<file path="src/rtl/gated_burst_monitor_pkg.sv">
// Shared types and constants for the gated burst monitor.
package gated_burst_pkg;

  // Monitor FSM states
  typedef enum logic [2:0] {
    ST_IDLE      = 3'd0,
    ST_ARM       = 3'd1,
    ST_WAIT_RISE = 3'd2,
    ST_HIGH      = 3'd3,
    ST_LOW       = 3'd4
  } state_t;

  // Width of the completed-burst counter
  localparam int BURST_CNT_W = 16;

endpackage

</file>
<file path="src/rtl/gated_burst_monitor_sync_2ff.sv">
// Two-flop synchroniser for a single asynchronous bit, resets to 0.
module sync_2ff (
  input  logic i_clk,
  input  logic i_rst,
  input  logic i_d,
  output logic o_q
);

  logic r_meta;
  logic r_sync;

  // Shift the raw input through two flops to settle metastability
  always_ff @(posedge i_clk or posedge i_rst) begin
    if (i_rst) begin
      r_meta <= 1'b0;
      r_sync <= 1'b0;
    end else begin
      r_meta <= i_d;
      r_sync <= r_meta;
    end
  end

  assign o_q = r_sync;

endmodule

</file>
<file path="src/rtl/gated_burst_monitor.sv">
// Receive-side checker for a gated burst clock. Measures every high and low
// run of the synchronised waveform, counts pulses per burst, and flags runs
// that deviate from the expected half-period or silence length.
//
// Handshake: there is none. burst_in is a free-running asynchronous level;
// enable is a synchronous level whose 0->1 edge captures the exp_* inputs.
// All event outputs (burst_done, err_high, err_low) are single-cycle pulses.
module gated_burst_monitor
  import gated_burst_pkg::*;
#(
  parameter int DIV_WIDTH    = 10,
  parameter int REP_WIDTH    = 4,
  parameter int PHASE2_WIDTH = 10,
  parameter int RUN_WIDTH    = 12
) (
  input  logic                    clk,
  input  logic                    reset,
  input  logic                    burst_in,
  input  logic                    enable,
  input  logic [DIV_WIDTH-1:0]    exp_m1,
  input  logic [PHASE2_WIDTH-1:0] exp_m2,
  input  logic [REP_WIDTH-1:0]    exp_repeat,
  output logic                    burst_done,
  output logic [BURST_CNT_W-1:0]  burst_count,
  output logic                    in_silence,
  output logic                    err_high,
  output logic                    err_low,
  output logic                    err_sticky,
  output logic                    cfg_invalid,
  output logic [RUN_WIDTH-1:0]    last_high_len,
  output logic [RUN_WIDTH-1:0]    last_low_len,
  output state_t                  dbg_state
);

  // Synchronised waveform and edge detection
  logic w_sync;
  logic r_sync_d;
  logic w_rise;
  logic w_fall;

  // Enable edge detection
  logic r_en_d;
  logic w_en_rise;

  // Captured configuration
  logic [DIV_WIDTH-1:0]    r_m1;
  logic [PHASE2_WIDTH-1:0] r_m2;
  logic [REP_WIDTH-1:0]    r_rep;

  // Run measurement and burst tracking
  state_t                 r_state;
  logic [RUN_WIDTH-1:0]   r_run;
  logic                   r_flagged;
  logic [REP_WIDTH-1:0]   r_pulse_cnt;
  logic                   r_gap;

  // Registered outputs
  logic                   r_burst_done;
  logic [BURST_CNT_W-1:0] r_burst_count;
  logic                   r_in_silence;
  logic                   r_err_high;
  logic                   r_err_low;
  logic                   r_err_sticky;
  logic                   r_cfg_invalid;
  logic [RUN_WIDTH-1:0]   r_last_high;
  logic [RUN_WIDTH-1:0]   r_last_low;

  // Derived helpers
  logic [RUN_WIDTH-1:0]   w_exp_high;
  logic [RUN_WIDTH-1:0]   w_exp_low;
  logic [RUN_WIDTH-1:0]   w_run_inc;
  logic [REP_WIDTH-1:0]   w_pulse_next;
  logic                   w_burst_end;

  sync_2ff u_sync (
    .i_clk (clk),
    .i_rst (reset),
    .i_d   (burst_in),
    .o_q   (w_sync)
  );

  assign w_rise    = w_sync & ~r_sync_d;
  assign w_fall    = ~w_sync & r_sync_d;
  assign w_en_rise = enable & ~r_en_d;

  assign w_exp_high   = RUN_WIDTH'(r_m1);
  assign w_exp_low    = r_gap ? RUN_WIDTH'(r_m2) : RUN_WIDTH'(r_m1);
  // Saturate rather than wrap so an absurdly long run cannot alias a short one
  assign w_run_inc    = (r_run == {RUN_WIDTH{1'b1}}) ? r_run : r_run + 1'b1;
  assign w_pulse_next = r_pulse_cnt + 1'b1;
  assign w_burst_end  = (r_rep != '0) && (w_pulse_next == r_rep);

  // Edge-detect delay flops; kept running even while disabled
  always_ff @(posedge clk or posedge reset) begin
    if (reset) begin
      r_sync_d <= 1'b0;
      r_en_d   <= 1'b0;
    end else begin
      r_sync_d <= w_sync;
      r_en_d   <= enable;
    end
  end

  // Monitor FSM: configuration capture, run measurement and error flags
  always_ff @(posedge clk or posedge reset) begin
    if (reset) begin
      r_state       <= ST_IDLE;
      r_m1          <= '0;
      r_m2          <= '0;
      r_rep         <= '0;
      r_run         <= '0;
      r_flagged     <= 1'b0;
      r_pulse_cnt   <= '0;
      r_gap         <= 1'b0;
      r_burst_done  <= 1'b0;
      r_burst_count <= '0;
      r_in_silence  <= 1'b0;
      r_err_high    <= 1'b0;
      r_err_low     <= 1'b0;
      r_err_sticky  <= 1'b0;
      r_cfg_invalid <= 1'b0;
      r_last_high   <= '0;
      r_last_low    <= '0;
    end else begin
      r_burst_done <= 1'b0;
      r_err_high   <= 1'b0;
      r_err_low    <= 1'b0;
      if (!enable) begin
        // Disable acts as a synchronous clear and takes priority over any edge
        r_state       <= ST_IDLE;
        r_m1          <= '0;
        r_m2          <= '0;
        r_rep         <= '0;
        r_run         <= '0;
        r_flagged     <= 1'b0;
        r_pulse_cnt   <= '0;
        r_gap         <= 1'b0;
        r_burst_count <= '0;
        r_in_silence  <= 1'b0;
        r_err_sticky  <= 1'b0;
        r_cfg_invalid <= 1'b0;
        r_last_high   <= '0;
        r_last_low    <= '0;
      end else if (w_en_rise) begin
        r_m1          <= exp_m1;
        r_m2          <= exp_m2;
        r_rep         <= exp_repeat;
        r_cfg_invalid <= (exp_m1 == '0);
        r_state       <= (exp_m1 == '0) ? ST_IDLE : ST_ARM;
      end else begin
        unique case (r_state)
          ST_IDLE: begin
            r_state <= ST_IDLE;
          end
          // Skip any high run already in progress when enable arrived
          ST_ARM: begin
            if (!w_sync) r_state <= ST_WAIT_RISE;
          end
          ST_WAIT_RISE: begin
            if (w_rise) begin
              r_state   <= ST_HIGH;
              r_run     <= RUN_WIDTH'(1);
              r_flagged <= 1'b0;
            end
          end
          ST_HIGH: begin
            if (w_fall) begin
              r_last_high <= r_run;
              if ((r_run != w_exp_high) && !r_flagged) begin
                r_err_high   <= 1'b1;
                r_err_sticky <= 1'b1;
              end
              r_state   <= ST_LOW;
              r_run     <= RUN_WIDTH'(1);
              r_flagged <= 1'b0;
              if (w_burst_end) begin
                r_burst_done  <= 1'b1;
                r_burst_count <= r_burst_count + 1'b1;
                r_pulse_cnt   <= '0;
                r_gap         <= (r_m2 != '0);
                r_in_silence  <= (r_m2 != '0);
              end else begin
                r_pulse_cnt  <= w_pulse_next;
                r_gap        <= 1'b0;
                r_in_silence <= 1'b0;
              end
            end else begin
              r_run <= w_run_inc;
              // Run is about to exceed the expected length: report once, now
              if ((r_run == w_exp_high) && !r_flagged) begin
                r_err_high   <= 1'b1;
                r_err_sticky <= 1'b1;
                r_flagged    <= 1'b1;
              end
            end
          end
          ST_LOW: begin
            if (w_rise) begin
              r_last_low <= r_run;
              if ((r_run != w_exp_low) && !r_flagged) begin
                r_err_low    <= 1'b1;
                r_err_sticky <= 1'b1;
              end
              r_state      <= ST_HIGH;
              r_run        <= RUN_WIDTH'(1);
              r_flagged    <= 1'b0;
              r_gap        <= 1'b0;
              r_in_silence <= 1'b0;
            end else begin
              r_run <= w_run_inc;
              if ((r_run == w_exp_low) && !r_flagged) begin
                r_err_low    <= 1'b1;
                r_err_sticky <= 1'b1;
                r_flagged    <= 1'b1;
              end
            end
          end
          default: begin
            r_state <= ST_IDLE;
          end
        endcase
      end
    end
  end

  assign burst_done    = r_burst_done;
  assign burst_count   = r_burst_count;
  assign in_silence    = r_in_silence;
  assign err_high      = r_err_high;
  assign err_low       = r_err_low;
  assign err_sticky    = r_err_sticky;
  assign cfg_invalid   = r_cfg_invalid;
  assign last_high_len = r_last_high;
  assign last_low_len  = r_last_low;
  assign dbg_state     = r_state;

endmodule

</file>
<file path="config.mk">
export PLATFORM = sky130hd
export DESIGN_NAME = gated_burst_monitor
export DESIGN_NICKNAME = d
export VERILOG_FILES = /design/src/rtl/gated_burst_monitor_pkg.sv /design/src/rtl/gated_burst_monitor_sync_2ff.sv /design/src/rtl/gated_burst_monitor.sv
export SDC_FILE = /design/constraint.sdc
export NUM_CORES = 1
export LEC_CHECK = 0
export BUFFER_PORTS_ARGS = -buffer_cell sky130_fd_sc_hd__buf_2
export CAP_MARGIN = 20
export CELL_PAD_IN_SITES_DETAIL_PLACEMENT = 1
export CELL_PAD_IN_SITES_GLOBAL_PLACEMENT = 1
export CORE_UTILIZATION = 39
export DETAILED_ROUTE_END_ITERATION = 16
export HOLD_SLACK_MARGIN = 0.08
export PLACE_DENSITY = 0.79
export SKIP_CTS_REPAIR_TIMING = 1
export SLEW_MARGIN = 10
export SYNTH_ARGS = -nofsm -noshare
export SYNTH_HDL_FRONTEND = slang
export SYNTH_SLANG_ARGS = --single-unit
</file>
<file path="constraint.sdc">
create_clock -name clk -period 2.5 [get_ports clk]
set_clock_uncertainty 0.2 [all_clocks]
set_input_delay 0.125 -clock clk [delete_from_list [all_inputs] [get_ports clk]]
set_output_delay 0.125 -clock clk [all_outputs]
set_load 0.01 [all_outputs]
</file>
==> results of run 1 <==
[layout make-up]
cell class              instances  area (µm²)  share of cell area
flip-flops and latches         94        2354              0.3751
multi-input cells             373        2437              0.3884
well taps                     168       210.2             0.03350
clock inverters                 4       22.52            0.003589
repair buffers                141       963.4              0.1535
inverters                      10       41.29            0.006580
clock buffers                  12       246.5             0.03928
[sequential cells by signal (all words and copies together) (netlist names), 3 cells and up]
| register | cells |
|---|---|
| burst_count | 16 |
| last_high_len | 12 |
| last_low_len | 12 |
| r_run | 12 |
| r_m1 | 10 |
| r_m2 | 10 |
| r_pulse_cnt | 4 |
| r_rep | 4 |
| dbg_state | 3 |
[stage by stage]
stage | setup slack, ns | utilization | area (µm²) | setup TNS (ns)
6_report | -0.04836 | 0.5159 | 6275 | -0.06871
5_1_grt | -0.1555 | 0.5159 | 6275 | -0.9380
4_1_cts | -0.09389 | 0.4820 | 5862 | -0.6251
3_5_place_dp | -0.05047 | 0.4599 | 5593 | -0.2951
3_3_place_gp | 0.05782 | 0.4599 | 5593 | 0
2_1_floorplan | 0.08575 | - | 4925 | 0
[synthesized netlist by cell type (3+ instances only)]
cell type and count:
and4_1 6, dfrtp_1 94, nand4_1 12, and3_1 6, o31ai_1 7, xnor2_1 20, mux2i_1 33, ha_1 3
or4_1 5, nor2_1 34, clkbuf_1 28, or3_2 3, buf_1 3, or3_1 10, nand2b_1 5, and2_1 3
o2bb2a_1 3, nand2_1 70, a21oi_1 39, xor2_1 8, a22oi_1 4, nor4_1 9, nand3_1 17, o22a_1 3
inv_1 9, buf_2 6, o21ai_0 27, a31oi_1 4
[critical path, cell delays in order, from the launching register on]
cell,delay [ns]
dfrtp_1,0.40
buf_4,0.15
nand3_1,0.14
xnor2_1,0.56
nand4_4,0.30
buf_4,0.23
or3_1,0.35
a21oi_1,0.14
[layout by cell type (no fill, tap or decap), types with 3 or more instances in the layout]
master         Yosys  routed
and4_1             6       6
o21ai_0           27      26
clkinv_2           0       3
nand2b_1           5       5
nand4_1           12      12
and2_1             3       3
a22oi_1            4       4
o22a_1             3       3
nand2_1           70      70
clkbuf_16          0       9
a31oi_1            4       4
or3_4              0       3
or3_1             10       9
mux2i_1           33      33
a21oi_1           39      37
o2bb2a_1           3       3
nor2_1            34      34
and3_1             6       6
o31ai_1            7       7
or4_1              5       5
nor4_1             9       9
xnor2_1           20      20
nand3_1           17      17
buf_2              6      76
inv_1              9       8
xor2_1             8       7
dfrtp_1           94      93
dlygate4sd3_1      0      28
buf_4              0      35
[cells by family after synthesis]
family,after synthesis,share of synthesized area
AND/OR/NAND/NOR,193,0.2032
AO/OA/AOI/OAI,114,0.1475
flip-flops,94,0.4780
buffers and inverters,48,0.03966
multiplexers,34,0.06941
XOR/XNOR,29,0.05467
adder cells (fa/ha/maj),3,0.007629
[worst min-delay path by stage]
stage / start / end / slack, ns / cells past startpoint
final: u_sync.r_meta / u_sync.o_q / 0.15 / 0
after global routing: u_sync.r_meta / u_sync.o_q / 0.18 / 0
after CTS: burst_in / u_sync.r_meta / -0.33 / 1
after detailed placement: burst_in / u_sync.r_meta / 0.04 / 1
after global placement: burst_in / u_sync.r_meta / 0.04 / 1
after floorplan: enable / r_en_d / -0.04 / 0
[report_power, final]
| group | leakage (µW) | internal (µW) | switching [µW] |
|---|---|---|---|
| registers | 0.00128 | 1550 | 36.2 |
| logic | 0.00143 | 142 | 187 |
| clock network | 0.000132 | 697 | 587 |
| total | 0.00285 | 2390 | 810 |
[metal layers]
layer  GRT usage  wire, µm
met4     0.08485       291
met5           0         0
met2      0.3927      7754
met1      0.3035      6473
met3     0.03812       480
==> flow_summary_export.csv, run 1 <==
group,metric,value,unit
critical_path,path_class,"reg2reg",
layout,area_growth,27.51,%
clock_tree,ctsRootBufferMaster,"clkbuf_16",
layout,diodes,0,
clock_tree,cts_buffer_depth,2,
logic_synthesis,synth_top_area_share,0.4780,
logic_synthesis,netlist.top_cell.by_area,"dfrtp_1",
status,failed_checks,"negative setup slack",
critical_path,crit_required,2.58,ns
critical_path,cp.arrival,2.63,ns
floorplan,coreArea,12160,µm²
logic_synthesis,yosys_register_bits,94,
routing,drcViolationCount,0,
critical_path,start_kind,"flop",
power,fin_total_pwr,3200,µW
grt,antenna_found_initial,0,
floorplan,dieArea,13070,µm²
placement,dp.cells,749,
clock_tree,path_clk_slew,0.06,ns
logic_synthesis,syn_inst,515,
routing,totalWireLength,15.00,mm
status,status,"finished, violations left",
routing,num_vias,4420,
routing,drt-initial-drc-count,165,
timing,rsz0062_at_grt,"yes",
timing,slew_violations,0,
floorplan,ios,77,
logic_synthesis,netlist_top_cells_area,"dfrtp_1 48%, mux2i_1 6.7%, nand2_1 5.3%",
grt,grt_pass1_wl,23.26,mm
clock_tree,cts_buffers,9,
grt,grt_max_degree,95,
grt,grt.total_usage,0.2335,
power,p_leak,0.002848,µW
power,irDropWorstVdd,0.2754,mV
timing,setup_viol,3,
placement,portBuffers,76,
logic_synthesis,synth-edff-count,0,
routing,ant_nets,0,
logic_synthesis,synth_ff_type,"dfrtp_1",
logic_synthesis,ys_warn_count,0,
timing,finalCritPeriodShare,1.019,
power,power.density,510.0,nW/µm²
critical_path,path_max_fanout,12,
timing,finalCriticalPeriod,2.548,ns
logic_synthesis,syn-cell-area,4921,µm²
layout,fin_nets,660,
logic_synthesis,synth-async-reset-ratio,1.000,
critical_path,r2r_end,"burst_count[7]",
routing,drt_pre_antenna_iters,4,
clock_tree,cts_tree,"built",
routing,wl_per_cell,18.70,µm
placement,place_congestion,0.8553,
worst_hold_path,hold_class,"reg2reg",
placement,dp_hpwl,10.00,mm
run,drv_cap,0,
grt,grt_pass1_vias,4391,
floorplan,initial_utilization,0.4046,
logic_synthesis,ys_seq_area_frac,0.4780,
critical_path,crit_end,"burst_count[7]",
timing,finalHoldViolCount,0,
clock_tree,cts.sinks,94,
layout,fillCellCount,1405,
logic_synthesis,yosysUniqueCellTypes,62,
layout,drive_gt1_frac,0.2334,
logic_synthesis,syn_area_per_cell,9.555,µm²
critical_path,reg2reg_depth,7,
timing,tightest_slew,0.8079,ns
routing,avgViaCountPerCell,5.511,
floorplan,rows,40,
floorplan,die_w,114.3,µm
clock_tree,clk_latency,0.35,ns
critical_path,worstSetupStartpoint,"r_pulse_cnt[0]",
timing,slew-limit-headroom,0.4594,
critical_path,r2r-start,"r_pulse_cnt[0]",
layout,instances_no_fill,802,
timing,worst_slack,-0.04836,ns
logic_synthesis,syn_nets,546,
clock_tree,cts_max_level,3,
grt,grt_overflow,0,
timing,clock.fmax,392.4,MHz
timing,holdWs,0.1527,ns
floorplan,die_h,114.3,µm
critical_path,crit_path_end_kind,"flop",
critical_path,ff2ff_setup_slack,-0.05,ns
Power figures use the tool's default switching activity.
==> inputs of run 2 (changes only) <==
--- a/config.mk
+++ b/config.mk
@@ -10,6 +10,7 @@
 export CELL_PAD_IN_SITES_DETAIL_PLACEMENT = 1
 export CELL_PAD_IN_SITES_GLOBAL_PLACEMENT = 1
 export CORE_UTILIZATION = 39
+export CTS_BUF_LIST = sky130_fd_sc_hd__clkbuf_16
 export DETAILED_ROUTE_END_ITERATION = 16
 export HOLD_SLACK_MARGIN = 0.08
 export PLACE_DENSITY = 0.79
==> run 2 against run 1 <==
  * The flow still finishes with violations (negative setup slack)
  * Utilization down 0.082 points
  * Die area unchanged
  * Global-route usage is 0.080 points lower
  * Maximum frequency decreased by 0.16%
  * Register-to-register slack about the same
  * Hold slack barely moved
  * Via count up 0.20%
  * Non-clock buffer count unchanged
  * First-iteration DRC count is 16% higher
  * Sequential cell count stayed put
  * Total power shrank 1.3%
  * Largest cell class unchanged
  * Largest power group unchanged
==> flow_summary_export.csv, run 2 (synthesis gave the netlist of run 1 again) <==
group,metric,value,unit
power,power.density,504.2,nW/µm²
critical_path,crit_path_end_kind,"flop",
worst_hold_path,hold_class,"reg2reg",
grt,grt_overflow,0,
layout,largest_reg_flops,16,
power,clock_power_share,0.393,
routing,drcViolationCount,0,
layout,fin_util,0.5151,
timing,finalHoldViolCount,0,
power,p_sw,807.2,µW
critical_path,path_class,"reg2reg",
critical_path,cp.arrival,2.63,ns
timing,slew_violations,0,
layout,fillCellCount,1408,
floorplan,die_w,114.3,µm
critical_path,start_kind,"flop",
grt,grt.total_usage,0.2327,
power,p_leak,0.002851,µW
layout,drive_gt1_frac,0.2319,
routing,drt_pre_antenna_iters,4,
clock_tree,ctsRootBufferMaster,"clkbuf_16",
timing,clock.fmax,391.8,MHz
power,irDropWorstVdd,0.2393,mV
floorplan,initial_utilization,0.4046,
grt,grt_pass1_wl,23.25,mm
layout,multiInputGateArea,2437,µm²
worst_hold_path,whs_path_depth,0,
status,failed_checks,"negative setup slack",
floorplan,ios,77,
clock_tree,clk_latency,0.35,ns
layout,final_common_cell,"dfrtp_1",
critical_path,path_max_fanout,12,
clock_tree,cts_max_level,3,
worst_hold_path,hp-start,"u_sync.r_meta",
clock_tree,cts_tree,"built",
grt,grt_max_degree,95,
power,seq_power_share,0.503,
power,switching_share,0.2556,
routing,avgViaCountPerCell,5.522,
routing,totalWireLength,14.98,mm
floorplan,rows,40,
power,power_frac_comb,0.104,
grt,antenna_found_initial,0,
layout,final_cell_mix,"93 x dfrtp_1, 76 x buf_2, 70 x nand2_1",
status,status,"finished, violations left",
timing,finalCritPeriodShare,1.021,
placement,dp_hpwl,10.00,mm
floorplan,coreArea,12160,µm²
floorplan,dieArea,13070,µm²
clock_tree,path_clk_slew,0.07,ns
timing,worst_slack,-0.05245,ns
floorplan,die_h,114.3,µm
routing,num_vias,4429,
grt,grt_pass1_vias,4399,
routing,drt-initial-drc-count,191,
layout,area_growth,27.31,%
timing,rsz0062_at_grt,"yes",
critical_path,reg2reg_depth,7,
timing,slew-limit-headroom,0.4872,
placement,place_congestion,0.8553,
critical_path,worstSetupStartpoint,"r_pulse_cnt[0]",
placement,pre_cts_ws,-0.05047,ns
timing,finalCriticalPeriod,2.552,ns
layout,regArea,2354,µm²
timing,setup_viol,3,
clock_tree,cts_buffer_depth,2,
power,p_int,2351,µW
critical_path,crit_required,2.58,ns
routing,ant_nets,0,
run,drv_cap,0,
placement,portBuffers,76,
routing,wl_per_cell,18.67,µm
layout,diodes,0,
clock_tree,cts.sinks,94,
clock_tree,cts_buffers,9,
critical_path,r2r-start,"r_pulse_cnt[0]",
timing,tightest_slew,0.7664,ns
layout,fin_nets,660,
-- run 2: layout make-up --
class / instances / share of cell area
tap: 168 / 0.03355
clock buffer: 9 / 0.03595
clock inverter: 7 / 0.005392
sequential: 94 / 0.3757
inverter: 10 / 0.006591
timing repair buffer: 141 / 0.1538
multi-input combinational: 373 / 0.3891
-- run 2: power by group through the flow --
stage,Combinational (µW),Clock (µW),Sequential (µW)
after CTS,290,1270,1590
after floorplan,191,0,1600
after global routing,362,1320,1590
after global placement,278,0,1610
final,328,1240,1590
after detailed placement,288,0,1620
-- run 2: worst max-delay path, cell delays in order (launching register included) --
cell and delay [ns]:
dfrtp_1 0.40, buf_4 0.15, nand3_1 0.15, xnor2_1 0.56, nand4_4 0.29, buf_4 0.23, or3_1 0.35, a21oi_1 0.14
-- run 2: per-stage QoR --
stage                     setup TNS, ns  std cells  total power [µW]  hold WS [ns]  instance area (µm²)
after floorplan                       0        515              1792      -0.04357                 4925
after global placement                0        749              1891       0.03649                 5593
after detailed placement        -0.2951        749              1904       0.03949                 5593
after CTS                       -0.6334        765              3152       -0.3281                 5852
after global routing            -0.9444        802              3269        0.1799                 6265
final                          -0.08201        802              3159        0.1531                 6265
-- run 2: path summary, 6_finish.rpt --
check / endpoint / slack [ns]
min in group asynchronous: err_high / 0.26
hold / removal: u_sync.o_q / 0.15
setup / recovery: burst_count[7] / -0.05
hold reg to reg: u_sync.o_q / 0.15
setup reg to reg: burst_count[7] / -0.05
max in group asynchronous: r_rep[0] / 1.43
-- run 2: metal layers --
layer  vias to the layer above  GRT usage  wire (µm)
met5                         -          0          0
met4                         0    0.09264        314
met2                        92     0.3935       7675
met3                        22    0.03017        535
li1                       2071          -          -
met1                      2244     0.3025       6450
==> inputs of run 3 (changes only) <==
--- a/config.mk
+++ b/config.mk
@@ -9,6 +9,7 @@
 export CAP_MARGIN = 20
 export CELL_PAD_IN_SITES_DETAIL_PLACEMENT = 1
 export CELL_PAD_IN_SITES_GLOBAL_PLACEMENT = 1
+export CORE_MARGIN = 4
 export CORE_UTILIZATION = 39
 export CTS_BUF_LIST = sky130_fd_sc_hd__clkbuf_16
 export DETAILED_ROUTE_END_ITERATION = 16
==> run 3 against run 2 <==
  * The flow now finishes without violations
  * Cell count rose by 0.37%
  * Critical path type unchanged
  * Hold slack got worse by 0.12 ns
  * Routed wire length rose by 7.2%
  * Die area rose by 11%
  * Highest routed layer unchanged
  * Global-route usage fell by 2.2 points
  * Critical path depth rose by 1
  * Non-clock buffer count rose by 1
  * Total power rose by 5.2%
==> flow_summary_export.csv, run 3 (synthesis gave the netlist of run 1 again) <==
group,metric,value,unit
status,status,"finished, final reports clean",
floorplan,rows,40,
timing,setup_viol,0,
power,p_int,2462,µW
layout,fin_nets,663,
power,switching_share,0.2589,
floorplan,dieArea,14480,µm²
critical_path,cp.arrival,2.57,ns
layout,drive_gt1_frac,0.2355,
layout,fillCellCount,1410,
placement,place_congestion,0.8613,
critical_path,crit_end,"burst_count[5]",
critical_path,path_class,"reg2reg",
clock_tree,cts_buffers,9,
critical_path,reg2reg_depth,8,
placement,portBuffers,76,
floorplan,die_w,120.3,µm
grt,grt_pass1_wl,24.09,mm
timing,tightest_slew,0.5850,ns
floorplan,ios,77,
critical_path,crit_path_end_kind,"flop",
timing,clock.fmax,402.0,MHz
power,seq_power_share,0.477,
clock_tree,cts.sinks,94,
routing,wl_per_cell,19.94,µm
timing,slew_violations,0,
layout,regArea,2354,µm²
routing,drt_pre_antenna_iters,4,
routing,avgViaCountPerCell,5.626,
power,power_frac_comb,0.099,
timing,finalCritPeriodShare,0.9951,
timing,worst_slack,0.01213,ns
placement,pre_cts_ws,-0.04404,ns
critical_path,worstSetupStartpoint,"r_pulse_cnt[0]",
worst_hold_path,hold_class,"in2reg",
power,fin_total_pwr,3322,µW
critical_path,r2r-start,"r_pulse_cnt[0]",
clock_tree,cts_max_level,3,
floorplan,initial_utilization,0.4046,
layout,final_cell_mix,"93 x dfrtp_1, 76 x buf_2, 70 x nand2_1",
critical_path,path_max_fanout,6,
routing,num_vias,4529,
power,power.density,527.2,nW/µm²
run,drv_cap,0,
clock_tree,ctsRootBufferMaster,"clkbuf_16",
timing,rsz0062_at_grt,"yes",
timing,finalHoldViolCount,0,
clock_tree,cts_tree,"built",
layout,largest_reg_flops,16,
routing,totalWireLength,16.05,mm
grt,antenna_found_initial,0,
grt,grt_max_degree,95,
layout,multiInputGateArea,2449,µm²
placement,dp_hpwl,10.49,mm
placement,dpl_cell_area,5595,µm²
timing,slew-limit-headroom,0.6100,
layout,area_growth,28.04,%
power,irDropWorstVdd,0.3728,mV
power,p_leak,0.002896,µW
critical_path,ff2ff_setup_slack,0.01,ns
layout,final_common_cell,"dfrtp_1",
timing,holdWs,0.03211,ns
grt,grt_overflow,0,
routing,drt-initial-drc-count,287,
routing,ant_nets,0,
layout,finalInstanceArea,6301,µm²
grt,grt_pass1_vias,4517,
power,p_sw,860.2,µW
floorplan,die_h,120.3,µm
power,clock_power_share,0.423,
critical_path,r2r_end,"burst_count[5]",
critical_path,start_kind,"flop",
critical_path,crit_required,2.58,ns
routing,drcViolationCount,0,
clock_tree,path_clk_slew,0.07,ns
timing,finalCriticalPeriod,2.488,ns
floorplan,coreArea,12160,µm²
clock_tree,clk_latency,0.36,ns
clock_tree,cts_buffer_depth,2,
layout,diodes,0,
grt,grt.total_usage,0.2107,
==> run 3: worst min-delay path by stage <==
stage	start	end	slack, ns	cells past startpoint
2_1_floorplan	enable	r_en_d	-0.04	0
3_3_place_gp	burst_in	u_sync.r_meta	0.04	1
3_5_place_dp	burst_in	u_sync.r_meta	0.04	1
4_1_cts	burst_in	u_sync.r_meta	-0.33	1
5_1_grt	enable	r_flagged	0.09	3
6_report	enable	r_flagged	0.03	3
==> run 3: through the flow <==
step | utilization | TNS, ns | std cells
after global placement | 0.4601 | 0 | 751
after detailed placement | 0.4601 | -0.2057 | 751
after global routing | 0.5181 | -0.5432 | 805
final | 0.5181 | 0 | 805
after CTS | 0.4841 | -0.5363 | 767
after floorplan | - | 0 | 515
==> run 3: cell type report <==
class | count | share of cell area
inverter | 10 | 0.006553
clock buffer | 9 | 0.03574
multi-input combinational | 375 | 0.3886
timing repair buffer | 142 | 0.1517
clock inverter | 7 | 0.01052
tap | 168 | 0.03336
sequential | 94 | 0.3735
==> run 3: per-layer routing <==
layer | vias up | wire [µm] | GRT usage
met5 | - | 0 | 0
met4 | 0 | 296 | 0.07365
met3 | 25 | 765 | 0.03414
met2 | 125 | 8539 | 0.3709
met1 | 2299 | 6447 | 0.2622
li1 | 2080 | - | -
==> run 3: power groups by stage <==
stage | Clock [µW] | Sequential [µW] | Combinational [µW]
4_1_cts | 1420 | 1590 | 287
3_5_place_dp | 0 | 1620 | 285
5_1_grt | 1490 | 1590 | 365
6_report | 1410 | 1590 | 330
3_3_place_gp | 0 | 1610 | 274
2_1_floorplan | 0 | 1600 | 191
==> run 3: critical path, cell delays in order (launching register included) <==
cell and delay, ns:
dfrtp_1 0.37, ha_2 0.21, xor3_1 0.27, nor4_4 0.32, buf_4 0.19, nand4_4 0.16
buf_4 0.20, or3_1 0.34, a21oi_1 0.14
